**config.mk**
```make
export PLATFORM = sky130hd
export DESIGN_NAME = mem_bus_arbiter
export DESIGN_NICKNAME = d
export VERILOG_FILES = /design/src/rtl/mem_bus_arbiter_pkg.sv /design/src/rtl/mem_bus_arbiter_burst_ctr.sv /design/src/rtl/mem_bus_arbiter.sv
export SDC_FILE = /design/constraint.sdc
export NUM_CORES = 1
export LEC_CHECK = 0
export CAP_MARGIN = 20
export CORE_ASPECT_RATIO = 0.5
export CORE_MARGIN = 2
export CORE_UTILIZATION = 30
export CTS_BUF_LIST = sky130_fd_sc_hd__clkbuf_8
export DETAILED_ROUTE_END_ITERATION = 16
export GPL_TIMING_DRIVEN = 0
export PLACE_DENSITY = 0.9
export SYNTH_ARGS = -nofsm -noshare
export SYNTH_HDL_FRONTEND = slang
export SYNTH_HIERARCHICAL = 1
export SYNTH_SLANG_ARGS = --single-unit
```
**constraint.sdc**
```tcl
create_clock -name clk -period 3.6 [get_ports clk]
set_input_delay 0.72 -clock clk [delete_from_list [all_inputs] [get_ports clk]]
set_output_delay 0.72 -clock clk [all_outputs]
set_load 0.02 [all_outputs]
```
**src/rtl/mem_bus_arbiter_pkg.sv**
```systemverilog
// Shared definitions for the memory bus arbiter and the units that sit on it:
// bus width defaults, arbiter state/grant encodings and the burst-limit test.
package mem_bus_arbiter_pkg;

    localparam int unsigned AW_DEF = 20;   // word address width
    localparam int unsigned DW_DEF = 16;   // data width
    localparam int unsigned CW     = 4;    // burst counter width

    localparam logic [CW-1:0] CNT_MAX = CW'(15);

    // State encoding chosen so the grant vector is the state itself
    typedef enum logic [1:0] {
        ST_IDLE  = 2'b00,
        ST_OWN_I = 2'b01,
        ST_OWN_D = 2'b10
    } arb_state_e;

    localparam logic [1:0] GNT_NONE = 2'b00;
    localparam logic [1:0] GNT_I    = 2'b01;
    localparam logic [1:0] GNT_D    = 2'b10;

    // Grant vector for a given owner state
    function automatic logic [1:0] gnt_of(input arb_state_e s);
        logic [1:0] g;
        g = GNT_NONE;
        case (s)
            ST_OWN_I: g = GNT_I;
            ST_OWN_D: g = GNT_D;
            default:  g = GNT_NONE;
        endcase
        return g;
    endfunction

    // True when the word completing now would reach the burst limit
    function automatic logic limit_hit(input logic [CW-1:0] cnt, input int unsigned lim);
        logic [CW:0] nxt;
        nxt = {1'b0, cnt} + (CW+1)'(1);
        return nxt >= (CW+1)'(lim);
    endfunction

endpackage

```
**src/rtl/mem_bus_arbiter_burst_ctr.sv**
```systemverilog
// arb_burst_ctr: 4-bit saturating count of words completed by the current
// bus owner. Clear has priority over increment.
// Ports: clk, rst_n; clr (grant changes next cycle); inc (word boundary);
//        cnt (words completed since the grant was given).
module arb_burst_ctr
    import mem_bus_arbiter_pkg::*;
(
    input  logic          clk,
    input  logic          rst_n,
    input  logic          clr,
    input  logic          inc,
    output logic [CW-1:0] cnt
);

    // Saturating word counter
    always_ff @(posedge clk or negedge rst_n) begin
        if (!rst_n) begin
            cnt <= '0;
        end else if (clr) begin
            cnt <= '0;
        end else if (inc && (cnt != CNT_MAX)) begin
            cnt <= cnt + CW'(1);
        end
    end

endmodule

```
**src/rtl/mem_bus_arbiter.sv**
```systemverilog
// mem_bus_arbiter: shares one external memory bus between the prefetch unit
// (port I, read-only) and the load/store unit (port D, read/write). Grants
// change only at word boundaries or when the owner drops its request; bursts
// are bounded only while the other port waits.
// Ports: clk, rst_n; i_req/i_adr -> i_ack/i_dtr (prefetch);
//        d_req/d_we/d_adr/d_wdat -> d_ack/d_dtr (data unit);
//        m_req/m_we/m_adr/m_wdat <- m_ack/m_dtr (memory); gnt (current owner).
module mem_bus_arbiter
    import mem_bus_arbiter_pkg::*;
#(
    parameter int unsigned AW     = AW_DEF,
    parameter int unsigned DW     = DW_DEF,
    parameter int unsigned IBURST = 4,
    parameter int unsigned DBURST = 2
) (
    input  logic          clk,
    input  logic          rst_n,
    input  logic          i_req,
    input  logic [AW-1:0] i_adr,
    output logic          i_ack,
    output logic [DW-1:0] i_dtr,
    input  logic          d_req,
    input  logic          d_we,
    input  logic [AW-1:0] d_adr,
    input  logic [DW-1:0] d_wdat,
    output logic          d_ack,
    output logic [DW-1:0] d_dtr,
    output logic          m_req,
    output logic          m_we,
    output logic [AW-1:0] m_adr,
    output logic [DW-1:0] m_wdat,
    input  logic          m_ack,
    input  logic [DW-1:0] m_dtr,
    output logic [1:0]    gnt
);

    arb_state_e    state;
    arb_state_e    state_nxt;
    logic [CW-1:0] cnt;
    logic          boundary_c;
    logic          cnt_clr_c;

    // State register
    always_ff @(posedge clk or negedge rst_n) begin
        if (!rst_n) begin
            state <= ST_IDLE;
        end else begin
            state <= state_nxt;
        end
    end

    // Next state and downstream mux. An owner dropping its request takes
    // precedence over any boundary handover in the same cycle.
    always_comb begin
        state_nxt = state;
        m_req     = 1'b0;
        m_we      = 1'b0;
        m_adr     = '0;
        m_wdat    = '0;
        unique case (state)
            ST_IDLE: begin
                if (d_req) begin
                    state_nxt = ST_OWN_D;
                end else if (i_req) begin
                    state_nxt = ST_OWN_I;
                end
            end
            ST_OWN_I: begin
                m_req = i_req;
                m_adr = i_adr;
                if (!i_req) begin
                    state_nxt = d_req ? ST_OWN_D : ST_IDLE;
                end else if (m_ack && d_req && limit_hit(cnt, IBURST)) begin
                    state_nxt = ST_OWN_D;
                end
            end
            ST_OWN_D: begin
                m_req  = d_req;
                m_we   = d_we;
                m_adr  = d_adr;
                m_wdat = d_wdat;
                if (!d_req) begin
                    state_nxt = i_req ? ST_OWN_I : ST_IDLE;
                end else if (m_ack && i_req && limit_hit(cnt, DBURST)) begin
                    state_nxt = ST_OWN_I;
                end
            end
            default: state_nxt = ST_IDLE;
        endcase
    end

    // m_ack is meaningless without an owner
    assign boundary_c = m_ack && (state != ST_IDLE);
    assign cnt_clr_c  = (state_nxt != state);

    arb_burst_ctr u_burst_ctr (
        .clk   (clk),
        .rst_n (rst_n),
        .clr   (cnt_clr_c),
        .inc   (boundary_c),
        .cnt   (cnt)
    );

    assign i_ack = m_ack && (state == ST_OWN_I);
    assign d_ack = m_ack && (state == ST_OWN_D);
    assign i_dtr = m_dtr;
    assign d_dtr = m_dtr;
    assign gnt   = gnt_of(state);

endmodule

```
==> summary.txt, run 1 <==
Min-Delay Path Class: flip-flop to flip-flop
First-pass GRT wire length: 7.95 mm
Synth cell types: 37
Area of the die: 4780 µm²
Final hold slack: 632 ps
Port Buf Inserts: 133
CTS tree: yes
Fraction of registers with async set/reset: 100%
Fmax: 298 MHz
CP cell instances: inv_1 > ha_1 > clkbuf_1 > clkbuf_1 > and2_1 > clkdlybuf4s50_1
Crit path top cell by count: clkbuf_1
Crit path required time: 2880 ps
P&R area growth vs syn: 114%
Period utilisation layout: 93.1%
DR iter-0 viols: 59
Die Y: 49.9 µm
Clock slew at the register clock pins of the worst setup and hold paths: 40 ps
Largest family of logic cells by synthesized area: simple AND/OR/NAND/NOR gates
Slew HR: 65.3%
R2R Path End: u_burst_ctr/cnt[0]$_DFFE_PN0P_
Router iterations before antenna repair: 4
Die W: 95.8 µm
I/O pin count: 152
Setup violators final: 0
CORE AREA: 3960 µm²
Total CTS buffers: 3
Multi-input logic area: 802 µm²
Hold Vio Cnt, Final: 0
Leakage power: 1.06 nW
Post-Synth Adder-Cell Area: 6.93%
Fillcell total: 311
Antenna Cells: 0
Power Density: 517 nW/µm²
Clk_skew: 0.660 ps
Mux cell area share after synthesis: 1.98%
Reg area: 150 µm²
Syn Inst Count: 164
CP max FO: 10
Total power: 0.00140 W
Post-Route WL: 5.43 mm
Fin area: 2700 µm²
Post-synthesis instance area: 1260 µm²
Net Count, Synth: 249
Maximum vdd drop: 0.322 mV
Placed Instances: 351
YS warnings: 6
Clock latency on the worst-skew pair: 220 ps
Hold Buf Count CTS: 0
Fin cells: 354
Worst setup EP type: output pin
Vias in the first global route: 1613
Vias per cell: 4.67
Initial antenna violation count: 0
Post-synthesis compound-gate area fraction: 24.6%
Startpoint types: flip-flop
Worst slew pin tran: 520 ps
RSZ-0062 raised after global routing: no
Post-route DRC: 0
Worst r2r path cells: 8
XOR/XNOR Fraction of Synth Area: 0%
Fin. max-slew vios: 0
Max cap viols: 0
DP HPWL: 4.66 mm
Yosys reg bits: 6
CP arrival: 2630 ps
Fraction of the mapped netlist area in simple logic gates: 30.0%
Final Wtd Congestion: 0.866
Post-synth EDFFs: 0
Fin crit period: 3350 ps
Worst r2r src: u_burst_ctr/cnt[0]$_DFFE_PN0P_
CTS Sinks: 6
Status: complete, no violations
Global route overflow: 0
Register area share after synthesis: 11.9%
Initial Utilization: 31.9%
Root buf cell: clkbuf_8
Cts repair resizes: 0
Drt wl/cell: 15.3 µm
Reg-to-reg slack, setup: 1220 ps
Setup tns final: 0 ps
Pin count of the biggest net entering global routing: 11
Crit Path Class: flip-flop to output pin
H-Tree Depth: 1
Synth Flop Type: dfrtp_1
CP max-delay cell: clkdlybuf4s50_1
Placed Area: 2660 µm²
Row Count: 16
Min-delay src: u_burst_ctr/cnt[3]$_DFFE_PN0P_
Mapped Avg Cell Area: 7.71 µm²
Crit. Startpoint: state[0]$_DFF_PN0_
Total GRT Usage: 21.5%
Max incr delay on CP: 640 ps
Setup bufs post-CTS: 0
Setup crit end: m_wdat[10]
Maximum clock path buffer count: 2
Routed Antenna Nets: 0
Share of cells above drive strength 1: 14.7%
Final #Nets: 387
Via count: 1654
-- synth_stat cells, types with 2 or more instances --
master,count,area share [%]
and2_1,19,9.4
nor2_1,4,1.2
clkbuf_1,8,2.4
nand2b_1,2,0.99
nand2_1,5,1.5
a31o_1,2,1.4
dfrtp_1,6,12
ha_1,7,6.9
inv_1,3,0.89
nor2b_1,23,11
o21ai_1,2,0.79
buf_4,33,20
o211ai_1,2,1.2
a22oi_1,20,12
a21oi_1,4,1.6
nand3_1,2,0.79
buf_6,2,1.8
-- where the power goes --
part | internal, W | switching [W] | total [W] | leakage, nW
sequential | 0.0000837 | 0.0000238 | 0.000107 | 0.0805
combinational | 0.000590 | 0.000599 | 0.00119 | 0.961
clock | 0.0000718 | 0.0000289 | 0.000101 | 0.0216
total | 0.000746 | 0.000652 | 0.00140 | 1.06
-- routing by layer --
layer / vias to the layer above / global-route usage [%] / routed length (µm)
met5: - / 0 / 0
met3: 16 / 3.21 / 324
met1: 757 / 24.1 / 2140
li1: 814 / - / -
met4: 0 / 9.05 / 179
met2: 67 / 40.2 / 2790
-- state kept, by name (all words and copies together), names as in the netlist --
signal           flops
state                2
u_burst_ctr/cnt      4
-- per-stage QoR --
| stage | worst slack, ps | utilization (%) |
|---|---|---|
| floorplan | 1220 | - |
| global placement | 593 | 67.2 |
| detailed placement | 523 | 67.2 |
| CTS | 266 | 68.2 |
| global route | 89.7 | 68.2 |
| finish | 247 | 68.2 |
-- worst max-delay path, delay by kind of cell (launching register included) --
family,cells,cell delay (ps)
adders and majority gates,1,340
buffers and inverters,4,1460
DFF,1,430
and+or+nand+nor,1,180
-- cell families after synthesis --
family | after synthesis
muxes | 2
AOI/OAI and AO/OA | 41
buffers and inverters | 46
and+or+nand+nor | 62
DFF | 6
adders and majority gates | 7
-- worst min path at each step --
stage	slack, ps	cells past startpoint	endpoint
after floorplan	420	0	state[0]$_DFF_PN0_
after global placement	600	2	u_burst_ctr/cnt[3]$_DFFE_PN0P_
after CTS	630	2	u_burst_ctr/cnt[3]$_DFFE_PN0P_
after global routing	690	2	u_burst_ctr/cnt[3]$_DFFE_PN0P_
after detailed placement	630	2	u_burst_ctr/cnt[3]$_DFFE_PN0P_
final	630	2	u_burst_ctr/cnt[3]$_DFFE_PN0P_
-- cells in the final DEF (no fill, tap or decap), types with 5 or more instances in the layout --
cell type	synthesis	routed
nor2b_1	23	23
and2_1	19	19
clkdlybuf4s50_1	0	133
nand2_1	5	5
clkbuf_1	8	8
a22oi_1	20	20
buf_4	33	33
ha_1	7	7
dfrtp_1	6	6
-- area by class of cell --
cell class                      count  area share, %
Sequential cell                     6           5.55
Multi-Input combinational cell    112           29.7
Tap cell                           54           2.50
Inverter                            3          0.416
Clock buffer                        3           1.53
Timing Repair Buffer              133           49.2
Buffer                             43           11.1
No activity file was read; power rests on OpenSTA's default activity.
==> run 2, diff against run 1 <==
--- a/config.mk
+++ b/config.mk
@@ -5,14 +5,15 @@
 export SDC_FILE = /design/constraint.sdc
 export NUM_CORES = 1
 export LEC_CHECK = 0
+export ABC_AREA = 1
 export CAP_MARGIN = 20
-export CORE_ASPECT_RATIO = 0.5
+export CORE_ASPECT_RATIO = 1.75
 export CORE_MARGIN = 2
 export CORE_UTILIZATION = 30
 export CTS_BUF_LIST = sky130_fd_sc_hd__clkbuf_8
 export DETAILED_ROUTE_END_ITERATION = 16
 export GPL_TIMING_DRIVEN = 0
-export PLACE_DENSITY = 0.9
+export PLACE_DENSITY = 0.89
 export SYNTH_ARGS = -nofsm -noshare
 export SYNTH_HDL_FRONTEND = slang
 export SYNTH_HIERARCHICAL = 1
==> run 2 against run 1 <==
Against the previous run: non-clock buffer count is 1 lower; synthesized area is 1.4% higher; cell count is 20% higher; count of clock-buffer cells in the layout did not move; largest power group unchanged; clock power down 4%; die area is 1.1% higher; critical path type unchanged; maximum frequency up 6.8%; global-route usage down 2.2 points; synthesized cell count is 46% higher; largest cell class unchanged; sequential cell count unchanged; utilization shrank 1.7 points.
==> summary.txt, run 2 <==
Status: complete, no violations
Via count: 1904 (+15%)
Setup tns final: 0 ps (unchanged)
YS warnings: 6 (unchanged)
Share of cells above drive strength 1: 16.4% (+1.8 points)
Global route overflow: 0 (unchanged)
Mapped Avg Cell Area: 5.36 µm² (-30%)
CORE AREA: 4110 µm² (+3.7%)
Clock slew at the register clock pins of the worst setup and hold paths: 40 ps (about the same)
H-Tree Depth: 1 (unchanged)
Worst setup EP type: output pin
Setup crit end: m_wdat[8]
Post-synthesis instance area: 1280 µm² (+1.4%)
R2R Path End: u_burst_ctr/cnt[0]$_DFFE_PN0P_
Drt wl/cell: 10.9 µm (-29%)
Yosys reg bits: 6 (unchanged)
Reg-to-reg slack, setup: 1510 ps (+290 ps)
Clock network power share: 7.2% (about the same)
Fmax: 319 MHz (+6.8%)
Total GRT Usage: 19.2% (-2.2 points)
Startpoint types: flip-flop
Largest Register: u_burst_ctr/cnt
Fraction of registers with async set/reset: 100% (unchanged)
Max incr delay on CP: 600 ps (-40 ps)
Min-Delay Path Class: flip-flop to flip-flop
Worst r2r src: u_burst_ctr/cnt[0]$_DFFE_PN0P_
Pin count of the biggest net entering global routing: 11 (unchanged)
Synth Flop Type: dfrtp_1
CP max-delay cell: clkdlybuf4s50_1
Largest regs: u_burst_ctr/cnt: 4 flops, state: 2 flops
Crit. Startpoint: state[0]$_DFF_PN0_
CTS tree: yes
First-pass GRT wire length: 7.35 mm (-7.5%)
Die W: 53.4 µm (-44%)
Worst path bufs/invs: 5 (+1)
Fraction of the mapped netlist area in simple logic gates: 36.8% (+6.8 points)
Crit Path Class: flip-flop to output pin
Leakage power: 1.31 nW (+23%)
Post-synth EDFFs: 0 (unchanged)
Total power: 0.00134 W (-3.8%)
Fin area: 2740 µm² (+1.2%)
Maximum vdd drop: 0.295 mV (-8.4%)
RSZ-0062 raised after global routing: no
Worst r2r path cells: 18 (+10)
Gr busiest metal: met2
Synth cell types: 21 (-43%)
Vias per cell: 4.47 (-4.3%)
Combinational power share: 83.8% (-1.3 points)
Largest family of logic cells by synthesized area: simple AND/OR/NAND/NOR gates
Fin. max-slew vios: 0 (unchanged)
Net Sw Frac: 51.7% (+5.0 points)
Final Wtd Congestion: 0.878 (+1.4%)
Root buf cell: clkbuf_8
Top-count cell post-synth: nand2_1
Path length in cells of the critical path: 7 (+1)
Leading cell type in the layout, fill and taps excluded: clkdlybuf4s50_1
Antenna Cells: 0 (unchanged)
CTS Sinks: 6 (unchanged)
Hold Buf Count CTS: 0 (unchanged)
Top cell type's share of synthesized area: 28.4% (+8.8 points)
Worst slew pin tran: 447 ps (-73.0 ps)
Top cells by area, synth: nand2_1 (28%), buf_4 (19%), dfrtp_1 (12%)
Fillcell total: 374 (+20%)
Initial Utilization: 31.2% (-0.72 points)
Post-route DRC: 0 (unchanged)
Area of the die: 4830 µm² (+1.1%)
Synth cell count leaders: nand2_1 (97), buf_4 (32), a21oi_1 (22), inv_2 (21), inv_1 (17)
Global-route track usage on met1: 17.4% (-6.7 points)
Post-Route WL: 4.64 mm (-14%)
Cell-internal power: 0.000650 W (-13%)
Period utilisation layout: 87.2% (-5.9 points)
Switch Pwr: 0.000695 W (+6.6%)
XOR/XNOR Fraction of Synth Area: 0.684% (+0.68 points)
Post-synthesis compound-gate area fraction: 11.2% (-13 points)
Final #Nets: 464 (+20%)
Commonest cells after routing, fill and taps aside: clkdlybuf4s50_1 (135), nand2_1 (97), buf_4 (32), a21oi_1 (22), inv_2 (21)
Vias in the first global route: 1887 (+17%)
DR iter-0 viols: 27 (-54%)
Setup violators final: 0 (unchanged)
Power Density: 492 nW/µm² (-4.9%)
CP max FO: 10 (unchanged)
Max FFs per register: 4 (unchanged)
Port Buf Inserts: 135 (+1.5%)
Setup bufs post-CTS: 0 (unchanged)
Flop pwr share: 9.0% (+1.3 points)
Met3 Use GR: 4.47% (+1.3 points)
Final Worst Setup Slack: 461 ps (+213 ps)
Leading area contributor after synthesis: nand2_1
CP arrival: 2420 ps (-210 ps)
Total CTS buffers: 3 (unchanged)
Placed Area: 2690 µm² (+1.2%)
Post-Synth Adder-Cell Area: 6.84% (-0.095 points)
Slew HR: 70.2% (+4.9 points)
I/O pin count: 152 (unchanged)
CP cell instances: inv_1 > ha_1 > buf_2 > buf_1 > nand2_1 > inv_2 > clkdlybuf4s50_1
Initial antenna violation count: 0 (unchanged)
Cell family with most CP delay: buffers and inverters
Net Count, Synth: 324 (+30%)
Syn Inst Count: 239 (+46%)
Fin crit period: 3140 ps (-213 ps)
Routed Antenna Nets: 0 (unchanged)
Maximum clock path buffer count: 2 (unchanged)
Clock latency on the worst-skew pair: 220 ps (about the same)
Place WS: 659 ps (+137 ps)
Row Count: 31 (+15)
Clk_skew: 1.34 ps (+0.679 ps)
Mux cell area share after synthesis: 0% (-2.0 points)
Hold Vio Cnt, Final: 0 (unchanged)
Met2 Usage GRT: 37.3% (-2.9 points)
Die Y: 90.5 µm (+81%)
Register area share after synthesis: 11.7% (-0.16 points)
Router iterations before antenna repair: 4 (unchanged)
Cts repair resizes: 0 (unchanged)
Crit path required time: 2880 ps (about the same)
DP HPWL: 4.12 mm (-12%)
P&R area growth vs syn: 113%
Max cap viols: 0 (unchanged)
## run 2: cell types whose count changed after synthesis, moves of 3 or more
| cell | change |
|---|---|
| a22oi_1 | -20 |
| nand3_1 | +5 |
| nor2_1 | +6 |
| clkbuf_1 | -3 |
| nand2_1 | +92 |
| a21oi_1 | +18 |
| inv_1 | +14 |
| nor2b_1 | -23 |
| and2_1 | -19 |
| inv_2 | +21 |
## run 2: layout make-up
class	count	area, µm²	share of cell area, %
repair buffers	135	1350	49.4
multi-input cells	154	712	26.0
plain buffers	40	273	9.97
flip-flops and latches	6	150	5.49
clock buffers	3	41.3	1.51
inverters	39	146	5.35
well taps	49	61.3	2.24
## run 2: worst register-to-register path: cells and delay by family, from the launching register on
family / cells / cell delay [ps]
AO/OA/AOI/OAI: 1 / 130
AND/OR/NAND/NOR: 14 / 970
adder cells (fa/ha/maj): 1 / 260
buffers and inverters: 2 / 190
flip-flops: 1 / 480
## run 2: logic make-up after synthesis
logic type | Yosys count
buf+inv | 79
compound gates | 27
flops | 6
fa+ha+maj | 7
xor+xnor | 1
simple gates | 119
## run 2: worst min-delay path by stage
stage | slack [ps] | depth (start not counted) | to | startpoint
6_report | 640 | 2 | u_burst_ctr/cnt[3]$_DFFE_PN0P_ | u_burst_ctr/cnt[3]$_DFFE_PN0P_
5_1_grt | 660 | 2 | u_burst_ctr/cnt[1]$_DFFE_PN0P_ | u_burst_ctr/cnt[1]$_DFFE_PN0P_
4_1_cts | 630 | 2 | u_burst_ctr/cnt[3]$_DFFE_PN0P_ | u_burst_ctr/cnt[3]$_DFFE_PN0P_
3_5_place_dp | 610 | 2 | u_burst_ctr/cnt[3]$_DFFE_PN0P_ | u_burst_ctr/cnt[3]$_DFFE_PN0P_
3_3_place_gp | 600 | 2 | u_burst_ctr/cnt[3]$_DFFE_PN0P_ | u_burst_ctr/cnt[3]$_DFFE_PN0P_
2_1_floorplan | 420 | 0 | state[0]$_DFF_PN0_ | rst_n
## run 2: through the flow
| step | instances | hold slack, ps | util [%] |
|---|---|---|---|
| floorplan | 239 | 424 | - |
| global placement | 423 | 600 | 65.5 |
| global route | 426 | 664 | 66.5 |
| detailed placement | 423 | 611 | 65.5 |
| CTS | 426 | 631 | 66.5 |
| finish | 426 | 637 | 66.5 |
## run 2: per-layer routing
layer | share of wire (%) | vias to the layer above | routed length (µm)
li1 | - | 963 | -
met1 | 31 | 825 | 1450
met2 | 56 | 102 | 2620
met3 | 8.8 | 14 | 409
met4 | 3.5 | 0 | 163
met5 | 0 | - | 0
## run 2: power groups by stage
stage	Clock [W]	Combinational, W	Sequential (W)
finish	0.0000968	0.00113	0.000121
global route	0.000102	0.00124	0.000125
CTS	0.0000995	0.00114	0.000121
detailed placement	0	0.00113	0.000122
global placement	0	0.00112	0.000121
floorplan	0	0.000657	0.000111
==> run 3, diff against run 2 <==
--- a/config.mk
+++ b/config.mk
@@ -8,7 +8,6 @@
 export ABC_AREA = 1
 export CAP_MARGIN = 20
 export CORE_ASPECT_RATIO = 1.75
-export CORE_MARGIN = 2
 export CORE_UTILIZATION = 30
 export CTS_BUF_LIST = sky130_fd_sc_hd__clkbuf_8
 export DETAILED_ROUTE_END_ITERATION = 16
==> run 3 against run 2 <==
Against the previous run: sequential power hardly changed; clock power hardly changed; worst setup slack worse by 20 ps; largest power group unchanged.
==> summary.txt, run 3 (synthesis results as in run 2) <==
CTS Sinks: 6 (unchanged)
Min-Delay Path Class: flip-flop to flip-flop
Place WS: 663 ps (+4.03 ps)
Fin area: 2740 µm² (unchanged)
Startpoint types: flip-flop
Root buf cell: clkbuf_8
CP max FO: 10 (unchanged)
Setup bufs post-CTS: 0 (unchanged)
Fin cells: 426 (unchanged)
Fin. max-slew vios: 0 (unchanged)
Clk_skew: 2.09 ps (+0.750 ps)
Fin crit period: 3160 ps (+20.5 ps)
Metal3 WL: 443 µm (+8.3%)
I/O pin count: 152 (unchanged)
Placed Instances: 423 (unchanged)
Path length in cells of the critical path: 7 (unchanged)
CP arrival: 2440 ps (+20 ps)
Status: complete, no violations
Clock latency on the worst-skew pair: 220 ps (about the same)
DR iter-0 viols: 12 (-56%)
Via count: 1886 (-0.95%)
Top sig layer: met4
Power Density: 490 nW/µm² (-0.22%)
Max incr delay on CP: 600 ps (about the same)
First-pass GRT wire length: 7.14 mm (-2.8%)
Total CTS buffers: 3 (unchanged)
Placed Area: 2690 µm² (unchanged)
RSZ-0062 raised after global routing: no
Commonest cells after routing, fill and taps aside: clkdlybuf4s50_1 (135), nand2_1 (97), buf_4 (32), a21oi_1 (22), inv_2 (21)
CP max-delay cell: clkdlybuf4s50_1
Worst r2r src: u_burst_ctr/cnt[0]$_DFFE_PN0P_
Max FFs per register: 4 (unchanged)
Die Y: 88.5 µm (-2.2%)
Initial antenna violation count: 0 (unchanged)
Vias per cell: 4.43 (-0.95%)
Vias in the first global route: 1807 (-4.2%)
Share of cells above drive strength 1: 16.4% (unchanged)
Initial Utilization: 31.2% (unchanged)
Area of the die: 4550 µm² (-5.9%)
Worst setup EP type: output pin
Antenna Cells: 0 (unchanged)
Largest regs: u_burst_ctr/cnt: 4 flops, state: 2 flops
Cts repair resizes: 0 (unchanged)
Routed Antenna Nets: 0 (unchanged)
Maximum clock path buffer count: 2 (unchanged)
DP HPWL: 3.96 mm (-3.7%)
Maximum vdd drop: 0.300 mV (+1.7%)
Setup tns final: 0 ps (unchanged)
Leakage power: 1.31 nW (unchanged)
Max cap viols: 0 (unchanged)
Fillcell total: 361 (-3.5%)
CTS tree: yes
Global route overflow: 0 (unchanged)
Drt wl/cell: 10.6 µm (-2.9%)
Hold Buf Count CTS: 0 (unchanged)
Setup violators final: 0 (unchanged)
Setup crit end: m_wdat[13]
Final #Nets: 464 (unchanged)
H-Tree Depth: 1 (unchanged)
Clock slew at the register clock pins of the worst setup and hold paths: 30 ps (about the same)
Largest Register: u_burst_ctr/cnt
R2R Path End: u_burst_ctr/cnt[2]$_DFFE_PN0P_
Hold Vio Cnt, Final: 0 (unchanged)
Slew HR: 71.7% (+1.5 points)
Crit path required time: 2880 ps (about the same)
Routed met1 length: 1.43 mm (-1.7%)
Die W: 51.4 µm (-3.7%)
Post-Route WL: 4.51 mm (-2.9%)
P&R area growth vs syn: 113% (unchanged)
Row Count: 31 (unchanged)
Fmax: 316 MHz (-0.65%)
Crit. Startpoint: state[0]$_DFF_PN0_
Final Wtd Congestion: 0.752 (-14%)
Cell family with most CP delay: buffers and inverters
Period utilisation layout: 87.8% (+0.57 points)
Post-route DRC: 0 (unchanged)
Port Buf Inserts: 135 (unchanged)
Reg-to-reg slack, setup: 1530 ps (+20 ps)
Crit Path Class: flip-flop to output pin
Pin count of the biggest net entering global routing: 11 (unchanged)
Worst path bufs/invs: 5 (unchanged)
CORE AREA: 4110 µm² (unchanged)
Final hold slack: 615 ps (-22.1 ps)
Leading cell type in the layout, fill and taps excluded: clkdlybuf4s50_1
Total GRT Usage: 20.2% (+1.0 points)
Met2 wire length: 2.51 mm (-4.4%)
CP cell instances: inv_1 > ha_1 > buf_2 > buf_1 > nand2_1 > inv_2 > clkdlybuf4s50_1
Worst slew pin tran: 424 ps (-23.2 ps)
Final Worst Setup Slack: 440 ps (-20.5 ps)
Router iterations before antenna repair: 6 (+2)
Worst r2r path cells: 18 (unchanged)
## run 3: worst min path at each step
stage                                    from  cells after the start                              to  slack [ps]
3_5_place_dp   u_burst_ctr/cnt[3]$_DFFE_PN0P_                      2  u_burst_ctr/cnt[3]$_DFFE_PN0P_         600
5_1_grt        u_burst_ctr/cnt[3]$_DFFE_PN0P_                      2  u_burst_ctr/cnt[3]$_DFFE_PN0P_         670
6_report       u_burst_ctr/cnt[3]$_DFFE_PN0P_                      2  u_burst_ctr/cnt[3]$_DFFE_PN0P_         610
3_3_place_gp   u_burst_ctr/cnt[3]$_DFFE_PN0P_                      2  u_burst_ctr/cnt[3]$_DFFE_PN0P_         600
4_1_cts        u_burst_ctr/cnt[3]$_DFFE_PN0P_                      2  u_burst_ctr/cnt[3]$_DFFE_PN0P_         620
2_1_floorplan                           rst_n                      0              state[0]$_DFF_PN0_         420
## run 3: tightest hold or removal path: stages, from the launching register on
cell and delay [ps]:
dfrtp_1 450, nand2_1 80, nand2_1 50
## run 3: layout make-up
cell class / count / area [µm²] / area share [%]
repair buffers: 135 / 1350 / 49.4
multi-input cells: 154 / 712 / 26.0
plain buffers: 40 / 273 / 9.97
flip-flops and latches: 6 / 150 / 5.49
inverters: 39 / 146 / 5.35
well taps: 49 / 61.3 / 2.24
clock buffers: 3 / 41.3 / 1.51
## run 3: metal layers
layer | vias up | track usage [%]
met3 | 12 | 6.01
met2 | 101 | 41.0
met4 | 0 | 8.60
met5 | - | 0
li1 | 961 | -
met1 | 812 | 17.3
## run 3: where the power goes
group | leakage, nW | switching (W) | internal [W]
combinational | 1.21 | 0.000632 | 0.000493
sequential | 0.0801 | 0.0000342 | 0.0000860
clock | 0.0216 | 0.0000252 | 0.0000715
total | 1.31 | 0.000691 | 0.000650
## run 3: per-stage QoR
stage,util [%],total power (W)
after detailed placement,65.5,0.00125
after floorplan,-,0.000768
after CTS,66.5,0.00136
after global routing,66.5,0.00147
after global placement,65.5,0.00124
final,66.5,0.00134
